`src/rtl/fire_control_if.sv`:
```
// rtl/fire_control_if.sv - keyboard/rocket-bank side signals of the fire controller
interface fire_control_if;
    logic [7:0]  keycode;
    logic        game_active;
    logic [14:0] EnableRock;
    logic        shoot;
    logic        rocket_ready;
    logic [7:0]  fire_count;

    modport master (
        output keycode, game_active, EnableRock,
        input  shoot, rocket_ready, fire_count
    );

    modport slave (
        input  keycode, game_active, EnableRock,
        output shoot, rocket_ready, fire_count
    );
endinterface

```
`src/rtl/fire_control.sv`:
```
// rtl/fire_control.sv - keycode to one-frame shoot pulse with cooldown, auto-repeat and live-rocket cap
module fire_control #(
    parameter logic [7:0] FIRE_KEY    = 8'h2C,
    parameter int         COOLDOWN    = 8,
    parameter int         AUTO_DELAY  = 20,
    parameter int         AUTO_PERIOD = 12,
    parameter int         MAX_LIVE    = 2
) (
    input  logic            frame_clk,
    input  logic            Reset,
    fire_control_if.slave   fc
);
    typedef enum logic [1:0] {IDLE, FIRE, COOL, HOLD} state_t;

    localparam logic [7:0] COOL_LD   = 8'(COOLDOWN - 1);
    localparam logic [7:0] DELAY_LD  = 8'(AUTO_DELAY - 1);
    localparam logic [7:0] PERIOD_LD = 8'(AUTO_PERIOD - 1);
    localparam logic [3:0] LIVE_CAP  = 4'(MAX_LIVE);

    state_t     state, state_n;
    logic [7:0] cnt, cnt_n;
    logic       first, first_n;
    logic [7:0] count, count_n;
    logic [3:0] live;
    logic       pressed;
    logic       ready;

    always_comb begin
        live = 4'd0;
        for (int i = 0; i < 15; i++) begin
            live = live + {3'd0, fc.EnableRock[i]};
        end
    end

    assign pressed = fc.game_active && (fc.keycode == FIRE_KEY);
    assign ready   = (live < LIVE_CAP);

    always_ff @(posedge frame_clk) begin
        if (Reset) begin
            state <= IDLE;
            cnt   <= 8'd0;
            first <= 1'b0;
            count <= 8'd0;
        end else begin
            state <= state_n;
            cnt   <= cnt_n;
            first <= first_n;
            count <= count_n;
        end
    end

    always_comb begin
        state_n = state;
        cnt_n   = cnt;
        first_n = first;
        count_n = count;
        case (state)
            IDLE: begin
                if (pressed && ready) begin
                    state_n = FIRE;
                    first_n = 1'b1;
                end
            end
            FIRE: begin
                count_n = count + 8'd1;
                cnt_n   = COOL_LD;
                state_n = COOL;
            end
            COOL: begin
                // Releasing the key here must not shorten the cooldown.
                if (cnt != 8'd0) begin
                    cnt_n = cnt - 8'd1;
                end else if (pressed) begin
                    state_n = HOLD;
                    cnt_n   = first ? DELAY_LD : PERIOD_LD;
                end else begin
                    state_n = IDLE;
                end
            end
            HOLD: begin
                if (!pressed) begin
                    state_n = IDLE;
                end else if (cnt != 8'd0) begin
                    cnt_n = cnt - 8'd1;
                end else if (ready) begin
                    state_n = FIRE;
                    first_n = 1'b0;
                end
            end
            default: state_n = IDLE;
        endcase
        if (!fc.game_active) begin
            state_n = IDLE;
        end
    end

    always_comb begin
        fc.shoot        = (state == FIRE);
        fc.rocket_ready = ready;
        fc.fire_count   = count;
    end
endmodule

```
`src/flat_wrapper.sv`:
```
// flat-port wrapper written by rule: the top's interface ports become plain ports
module fire_control_flat 
#(
    parameter logic [7:0] FIRE_KEY    = 8'h2C,
    parameter int         COOLDOWN    = 8,
    parameter int         AUTO_DELAY  = 20,
    parameter int         AUTO_PERIOD = 12,
    parameter int         MAX_LIVE    = 2
)
  (frame_clk, Reset, fc_keycode, fc_game_active, fc_EnableRock, fc_shoot, fc_rocket_ready, fc_fire_count);
  fire_control_if fc_i ();
  input  logic frame_clk;
  input  logic Reset;
  input wire logic [$bits(fc_i.keycode)-1:0] fc_keycode;
  input wire logic [$bits(fc_i.game_active)-1:0] fc_game_active;
  input wire logic [$bits(fc_i.EnableRock)-1:0] fc_EnableRock;
  output wire logic [$bits(fc_i.shoot)-1:0] fc_shoot;
  output wire logic [$bits(fc_i.rocket_ready)-1:0] fc_rocket_ready;
  output wire logic [$bits(fc_i.fire_count)-1:0] fc_fire_count;
  assign fc_i.keycode = fc_keycode;
  assign fc_i.game_active = fc_game_active;
  assign fc_i.EnableRock = fc_EnableRock;
  assign fc_shoot = fc_i.shoot;
  assign fc_rocket_ready = fc_i.rocket_ready;
  assign fc_fire_count = fc_i.fire_count;
  fire_control #(.FIRE_KEY(FIRE_KEY), .COOLDOWN(COOLDOWN), .AUTO_DELAY(AUTO_DELAY), .AUTO_PERIOD(AUTO_PERIOD), .MAX_LIVE(MAX_LIVE)) u_core (.frame_clk(frame_clk), .Reset(Reset), .fc(fc_i));
endmodule
```
`config.mk`:
```
export PLATFORM = sky130hd
export DESIGN_NAME = fire_control_flat
export DESIGN_NICKNAME = d
export VERILOG_FILES = /design/src/rtl/fire_control_if.sv /design/src/rtl/fire_control.sv /design/src/flat_wrapper.sv
export SDC_FILE = /design/constraint.sdc
export NUM_CORES = 1
export LEC_CHECK = 0
export CAP_MARGIN = 20
export CORE_MARGIN = 2
export CORE_UTILIZATION = 45
export DETAILED_ROUTE_END_ITERATION = 16
export PLACE_DENSITY = 0.83
export SLEW_MARGIN = 40
export SYNTH_ARGS = -nofsm -noshare
export SYNTH_HDL_FRONTEND = slang
export SYNTH_SLANG_ARGS = --single-unit
```
`constraint.sdc`:
```
create_clock -name frame_clk -period 10.7 [get_ports frame_clk]
set_input_delay 2.14 -clock frame_clk [delete_from_list [all_inputs] [get_ports frame_clk]]
set_output_delay 2.14 -clock frame_clk [all_outputs]
set_load 0.005 [all_outputs]
```
# --- After elaboration in Yosys (flattened, before gate mapping) ---
# Cells that the tools add are included.
op_classes:
  n_addsub: 16
  magnitude_cmp: 1
  eq_ne: 13
  muxes: 18
  bitwise_logic: 1
  n_reduce_logical: 10
op_table:
  columns: ["operator", "n"]
  rows:
  - ["$add A4 B1 Y4", 13]
  - ["$mux W8", 4]
  - ["$pmux W8 S3", 1]
  - ["$mux W2", 6]
  - ["$add A8 B1 Y8 const B", 1]
  - ["$eq A8 B6 Y1 const B", 1]
  - ["$ne A2 B1 Y1 const B", 4]
  - ["$pmux W2 S4", 1]
  - ["$reduce_and A4 Y1", 2]
  - ["$reduce_bool A8 Y1", 1]
  - ["$sub A8 B1 Y8 const B", 1]
  - ["$ne A3 B3 Y1 const B", 2]
  - ["$mux W5", 1]
  - ["$reduce_and A5 Y1", 1]
  - ["$eq A2 B2 Y1 const B", 2]
  - ["$lt A4 B2 Y1 const B", 1]
  - ["$mux W1", 4]
  - ["$ne A2 B2 Y1 const B", 2]
  - ["$ne A3 B1 Y1 const B", 1]
  - ["$reduce_bool A3 Y1", 1]
  - ["$add A1 B1 Y2", 1]
  - ["$eq A2 B1 Y1 const B", 1]
  - ["$logic_and A1 B1 Y1", 2]
  - ["$logic_not A2 Y1", 1]
  - ["other kinds (4)", 4]
totals:
  reg_bits: 19
  out_inout_bits: 10
  elab_cells: 63

# --- Longest topological paths before layout ---
# Gate-level depths: netlist (run 1).
depth:
  depth_word: 19
  depth_mapped: 16
  depth_no_buf: 16

# --- Least setup slack after synthesis (run 1) ---
# Ideal clock, no wire load.
synth_path:
  kind: "input -> output"
  start: "in fc_EnableRock[0]"
  end: "out fc_rocket_ready"
  arrival_ps: 5386
  setup_slack_ps: 3174
  stages: 12
  path_cell_list: "ha_1 > inv_1 > fa_1 > fa_1 > fa_1 > fa_1 > inv_1 > fa_1 > xor2_1 > nor3b_1 > mux2i_1 > inv_1"
synth_via:
  elab_chain_len: 15
synth_lines:
  columns: ["element", "line", "source"]
  rows:
  - ["from (decl)", "flat_wrapper.sv:16", "input wire logic [$bits(fc_i.EnableRock)-1:0] fc_EnableRock;"]
  - ["$add A1 B1 Y2", "fire_control.sv:31", "live = live + {3'd0, fc.EnableRock[i]};"]
  - ["$add A4 B1 Y4 (13 in series)", "fire_control.sv:31", null]
  - ["$lt A4 B2 Y1", "fire_control.sv:36", "assign ready = (live < LIVE_CAP);"]
  - ["to (decl)", "flat_wrapper.sv:18", "output wire logic [$bits(fc_i.rocket_ready)-1:0] fc_rocket_ready;"]
# Every way passes these cells.

# --- Final worst setup path (run 1) ---
# Ends and elaborated chain as after synthesis.

==> results of run 1 <==
-- sequential cells by signal (all words and copies together), names as in the netlist --
register              flops
u_core.first              1
u_core.state              2
u_core.fc.fire_count      8
u_core.cnt                8
-- area by class of cell --
type | instances | share of cell area, %
clock buffer | 3 | 1.17
clock inverter | 1 | 0.391
inverter | 25 | 4.89
multi-input combinational | 126 | 52.5
sequential | 19 | 19.8
tap | 46 | 3.00
timing repair buffer | 35 | 18.3
-- per-layer routing --
layer / vias to the layer above / track usage, %
met2: 37 / 33.2
li1: 663 / -
met5: - / 0
met1: 619 / 21.8
met4: 0 / 4.56
met3: 7 / 3.73
-- critical path, stage by stage --
cell and delay, ns:
clkdlybuf4s50_1 0.40, ha_1 0.29, inv_1 0.07, fa_1 0.44
fa_1 0.50, fa_1 0.53, fa_1 0.41, nor2b_1 0.18
fa_1 0.46, nor3b_1 0.22, mux2i_1 0.19, inv_1 0.09
clkdlybuf4s50_1 0.50
-- kinds of logic (layout without fill, tap and decap cells) --
logic type      count (synthesis)  in the layout
xor+xnor                        8              8
simple gates                   57             57
fa+ha+maj                      20             20
buf+inv                        30             64
compound gates                 38             38
flops                          19             19
mux                             3              3
-- layout by cell type, fill, tap and decap left out, types with 2 or more instances in the layout --
cell              n
nor3b_2           2
dfxtp_1          19
nand2_1           9
clkdlybuf4s50_1  35
nand4_1           4
o21ai_1           2
nor2_1           16
ha_1             11
nand4b_1          2
clkbuf_4          3
a21o_1            2
nor3b_1           2
fa_1              9
nor3_1            4
nand2b_1          2
a211oi_1          2
o21ai_0          11
a21oi_1          11
xor2_1            7
or3_1             5
inv_1            25
mux2i_1           3
-- how the worst min path moves through the flow --
stage                                    endpoint  slack (ns)  depth (start not counted)
after global routing      u_core.fc.fire_count[7]        0.54                          2
after detailed placement  u_core.fc.fire_count[7]        0.49                          2
after global placement    u_core.fc.fire_count[7]        0.47                          2
after CTS                 u_core.fc.fire_count[7]        0.51                          2
after floorplan                      u_core.first        0.46                          2
final                     u_core.fc.fire_count[7]        0.52                          2
-- metrics by stage --
step / setup WS [ns] / area [sq um]
floorplan: 3.17 / 1510
finish: 2.13 / 1920
global placement: 2.19 / 1890
global route: 1.87 / 1920
CTS: 2.11 / 1920
detailed placement: 2.10 / 1890
-- power by group --
| part | switching (mW) | leakage (nW) | internal [mW] |
|---|---|---|---|
| clock network | 0.0259 | 0.0139 | 0.0143 |
| registers | 0.0000594 | 0.153 | 0.0708 |
| logic | 0.0440 | 0.628 | 0.0461 |
==> flow_metrics.tcl, run 1 <==
set metrics [dict create \
    status "finished, final reports clean" \
    timing.hold.ws_ns 0.515 \
    regToRegSetupSlack_ns 8.51 \
    r2r_end "u_core.state[1]" \
    via_per_inst 5.20 \
    area_growth_pct 27.2 \
    power_mw 0.201 \
    cts_hold_buf 0 \
    hold_class "flop to flop" \
    synth_ff_type "dfxtp_1" \
    yosysMostFrequentCell "inv_1" \
    drt_first_iter_violations 47 \
    io_buffer_count 35 \
    synth-simple-area-share_pct 22.8 \
    synth_adder_area_share_pct 21.1 \
    antenna_found_initial 0 \
    n_antenna_cell 0 \
    final_core_util_pct 58.4 \
    cts_max_level 1 \
    cts.sinks 19 \
    nNetsFinal 256 \
    required_ns 8.56 \
    synthDistinctLibCells 45 \
    hpwl_mm 2.44 \
    vias 1326 \
    synthXorXnorAreaFrac_pct 4.64 \
    muxShareOfSynthArea_pct 1.99 \
    gp_congestion 0.815 \
    rsz0062_at_grt "no" \
    powerDensity_mw_per_mm2 105 \
    syn_nets 221 \
    core_area_sq_mm 0.00328 \
    irDropWorstVdd_mv 0.0731 \
    drc 0 \
    dieArea_sq_mm 0.00383 \
    crit-reg2reg-launch "u_core.cnt[0]" \
    ys_ff_latch 19 \
    yosysSeqAreaShare_pct 25.2 \
    cts-root-buf "clkbuf_4" \
    ios 36 \
    drive_above_1_share_pct 6.70 \
    fmax_mhz 117 \
    yosys_warnings 0 \
    tightest_slew_ns 0.594 \
    finalSetupViolations 0 \
    die-width_um 61.9 \
    clkLatencyLatePin_ns 0.32 \
    fin_setup_tns_ns 0 \
    crit_type "primary input to output pin" \
    nFillCells 297 \
    wl_met2_mm 1.52 \
    finalHoldViolCount 0 \
    register_area_sq_um 380 \
    cts_buffers 3 \
    wire_per_inst_um 12.1 \
    cts_tree "done" \
    cts_resized 0 \
    synth-async-reset-ratio_pct 0 \
    wl_met3_um 163 \
    syn_area_per_cell_sq_um 8.62 \
    synth_edf_count 0 \
    dp.cells 251 \
    grt_max_degree 17 \
    grt_overflow 0 \
    grt_usage_pct 18.2 \
    cts_setup_buffers 0 \
    p_leak_nw 0.795 \
    synth_cells 175 \
    stdcell_count 255 \
    synthTopCellsByCount "25 x inv_1, 19 x dfxtp_1, 16 x nor2_1" \
    synth_compound_area_share_pct 16.3 \
    clk_pin_slew_ns 0.12 \
    slew_viol_final 0 \
    synthTopCellsByArea "dfxtp_1 25%, fa_1 12%, ha_1 9.1%, inv_1 6.2%, xor2_1 4.1%" \
    crit_start "fc_EnableRock[0]" \
    cp-end-kind "output pin" \
    drt_wl_total_mm 3.09 \
    start_kind "primary input" \
    synth_top_family_by_area "simple AND/OR/NAND/NOR gates" \
    ant_nets 0 \
    maxSlewHeadroom_pct 60.3 \
    synth_top_area_share_pct 25.2 \
    met1_length_mm 1.35 \
    yosysTopAreaCell "dfxtp_1" \
    cts.path.max_buffers 2 \
    syn_area_sq_mm 0.00151 \
    drv_cap 0 \
    grt_pass1_vias 1300 \
    hold_start "u_core.fc.fire_count[7]" \
    multi_input_area_sq_mm 0.00101 \
    firstDrtPassIters 5 \
    die-height_um 61.9 \
    top_signal_layer_used "met4" \
    critical_path.endpoint "fc_rocket_ready" \
    fin_crit_sh_pct 80.1 \
    fp-row-count 21 \
    r2r_cells 7 \
    period_needed_ns 8.57 \
    crit_path_max_fanout 5 \
    initial_utilization_pct 45.9 \
    cp.arrival_ns 6.43 \
    clock_skew_ns 0.00428 \
    grt_pass1_wl_mm 5.24 \
]
(Power assumes the default switching activity.)
==> inputs of run 2 (changes only) <==
clock period = 8.4 ns   (was 10.7 ns; I/O delays follow)
==> flow_metrics.tcl, run 2 (same netlist as run 1, synthesis figures left out) <==
set metrics [dict create \
    die-width_um 61.9 \
    vias 1301 \
    antenna_found_initial 0 \
    clk_pin_slew_ns 0.12 \
    io_buffer_count 35 \
    irDropWorstVdd_mv 0.0937 \
    cts_tree "done" \
    power_mw 0.256 \
    powerDensity_mw_per_mm2 133 \
    cts_max_level 1 \
    drt_wl_total_mm 3.03 \
    clock_skew_ns 0.00173 \
    place_ws_ns 0.713 \
    r2r_end "u_core.state[1]" \
    drv_cap 0 \
    rsz0062_at_grt "no" \
    die-height_um 61.9 \
    gp_congestion 0.815 \
    area_growth_pct 27.2 \
    wire_per_inst_um 11.9 \
    fin_setup_tns_ns 0 \
    hpwl_mm 2.43 \
    via_per_inst 5.10 \
    drive_above_1_share_pct 6.70 \
    fin_ws_ns 0.707 \
    fin_crit_sh_pct 91.6 \
    crit-reg2reg-launch "u_core.cnt[0]" \
    min_path_cells 2 \
    tightest_slew_ns 0.603 \
    cp-end-kind "output pin" \
    grt_usage_pct 18.1 \
    grt_pass1_vias 1321 \
    drc 0 \
    dieArea_sq_mm 0.00383 \
    final_core_util_pct 58.4 \
    grt_overflow 0 \
    crit_path_max_fanout 5 \
    grt_pass1_wl_mm 5.22 \
    regToRegSetupSlack_ns 6.22 \
    cts.sinks 19 \
    cts_buffers 3 \
    initial_utilization_pct 45.9 \
    nNetsFinal 256 \
    required_ns 6.72 \
    ios 36 \
    mostFrequentLayoutCells "35 x clkdlybuf4s50_1, 25 x inv_1, 19 x dfxtp_1" \
    fp-row-count 21 \
    firstDrtPassIters 4 \
    grt_max_degree 17 \
    r2r_cells 7 \
    cts.path.max_buffers 2 \
    n_antenna_cell 0 \
    layout_commonest_cell "clkdlybuf4s50_1" \
    p_leak_nw 0.795 \
    cts_hold_buf 0 \
    ant_nets 0 \
    crit_type "primary input to output pin" \
    drt_first_iter_violations 29 \
    fmax_mhz 130 \
    cts-root-buf "clkbuf_4" \
    finalHoldViolCount 0 \
    hold_class "flop to flop" \
    slew_viol_final 0 \
    hold_start "u_core.fc.fire_count[7]" \
    period_needed_ns 7.69 \
    cts_setup_buffers 0 \
    clkLatencyLatePin_ns 0.31 \
    finalSetupViolations 0 \
    cts_resized 0 \
    status "finished, final reports clean" \
    core_area_sq_mm 0.00328 \
    maxSlewHeadroom_pct 59.7 \
    cp.arrival_ns 6.01 \
    hold_path_end "u_core.fc.fire_count[7]" \
    start_kind "primary input" \
]
==> run 2: report_power, final <==
group	switching, mW	internal (mW)
clock network	0.0320	0.0182
logic	0.0571	0.0584
registers	0.0000749	0.0901
total	0.0892	0.167
==> run 2: worst max path at each step <==
stage | start | endpoint | cells past startpoint
2_1_floorplan | fc_EnableRock[0] | fc_rocket_ready | 12
3_3_place_gp | fc_EnableRock[0] | fc_rocket_ready | 13
3_5_place_dp | fc_EnableRock[0] | fc_rocket_ready | 13
4_1_cts | fc_EnableRock[0] | fc_rocket_ready | 13
5_1_grt | fc_EnableRock[0] | fc_rocket_ready | 13
6_report | fc_EnableRock[0] | fc_rocket_ready | 14
==> run 2: per-layer routing <==
layer  part of all wire (%)  vias to the layer above  GRT usage (%)  routed length [um]
met2                     50                       26           32.9                1520
met4                   0.96                        0           4.86                  29
met1                     44                      606           21.3                1340
met5                      0                        -              0                   0
met3                    4.5                        4           3.93                 137
li1                       -                      665              -                   -
==> run 2: cell type report <==
type,count,area [sq um]
clock buffers,3,22.5
clock inverters,1,7.51
fillers,306,1370
inverters,25,93.8
multi-input cells,126,1010
flip-flops and latches,19,380
well taps,46,57.6
repair buffers,35,350
==> run 2: worst max-delay path, cell delays in order <==
cell and delay [ns]:
clkdlybuf4s50_1 0.40, ha_1 0.29, inv_1 0.07, fa_1 0.44, fa_1 0.43, fa_1 0.49, fa_1 0.51, inv_1 0.06
fa_1 0.43, xor2_1 0.19, nor3b_1 0.07, mux2i_1 0.41, inv_1 0.08, clkdlybuf4s50_1 0.46
==> run 2: metrics by stage <==
step | hold slack [ns] | cells | instance area [sq um]
6_report | 0.508 | 255 | 1920
5_1_grt | 0.537 | 255 | 1920
4_1_cts | 0.515 | 255 | 1920
3_5_place_dp | 0.494 | 251 | 1890
3_3_place_gp | 0.474 | 251 | 1890
2_1_floorplan | 0.459 | 175 | 1510
==> inputs of run 3 (changes only) <==
ABC_AREA = 0   (was unset)
SLEW_MARGIN = 20   (was 40)
==> results of run 3 <==
No change in the layout: final DEF, timing and power equal those of run 2.
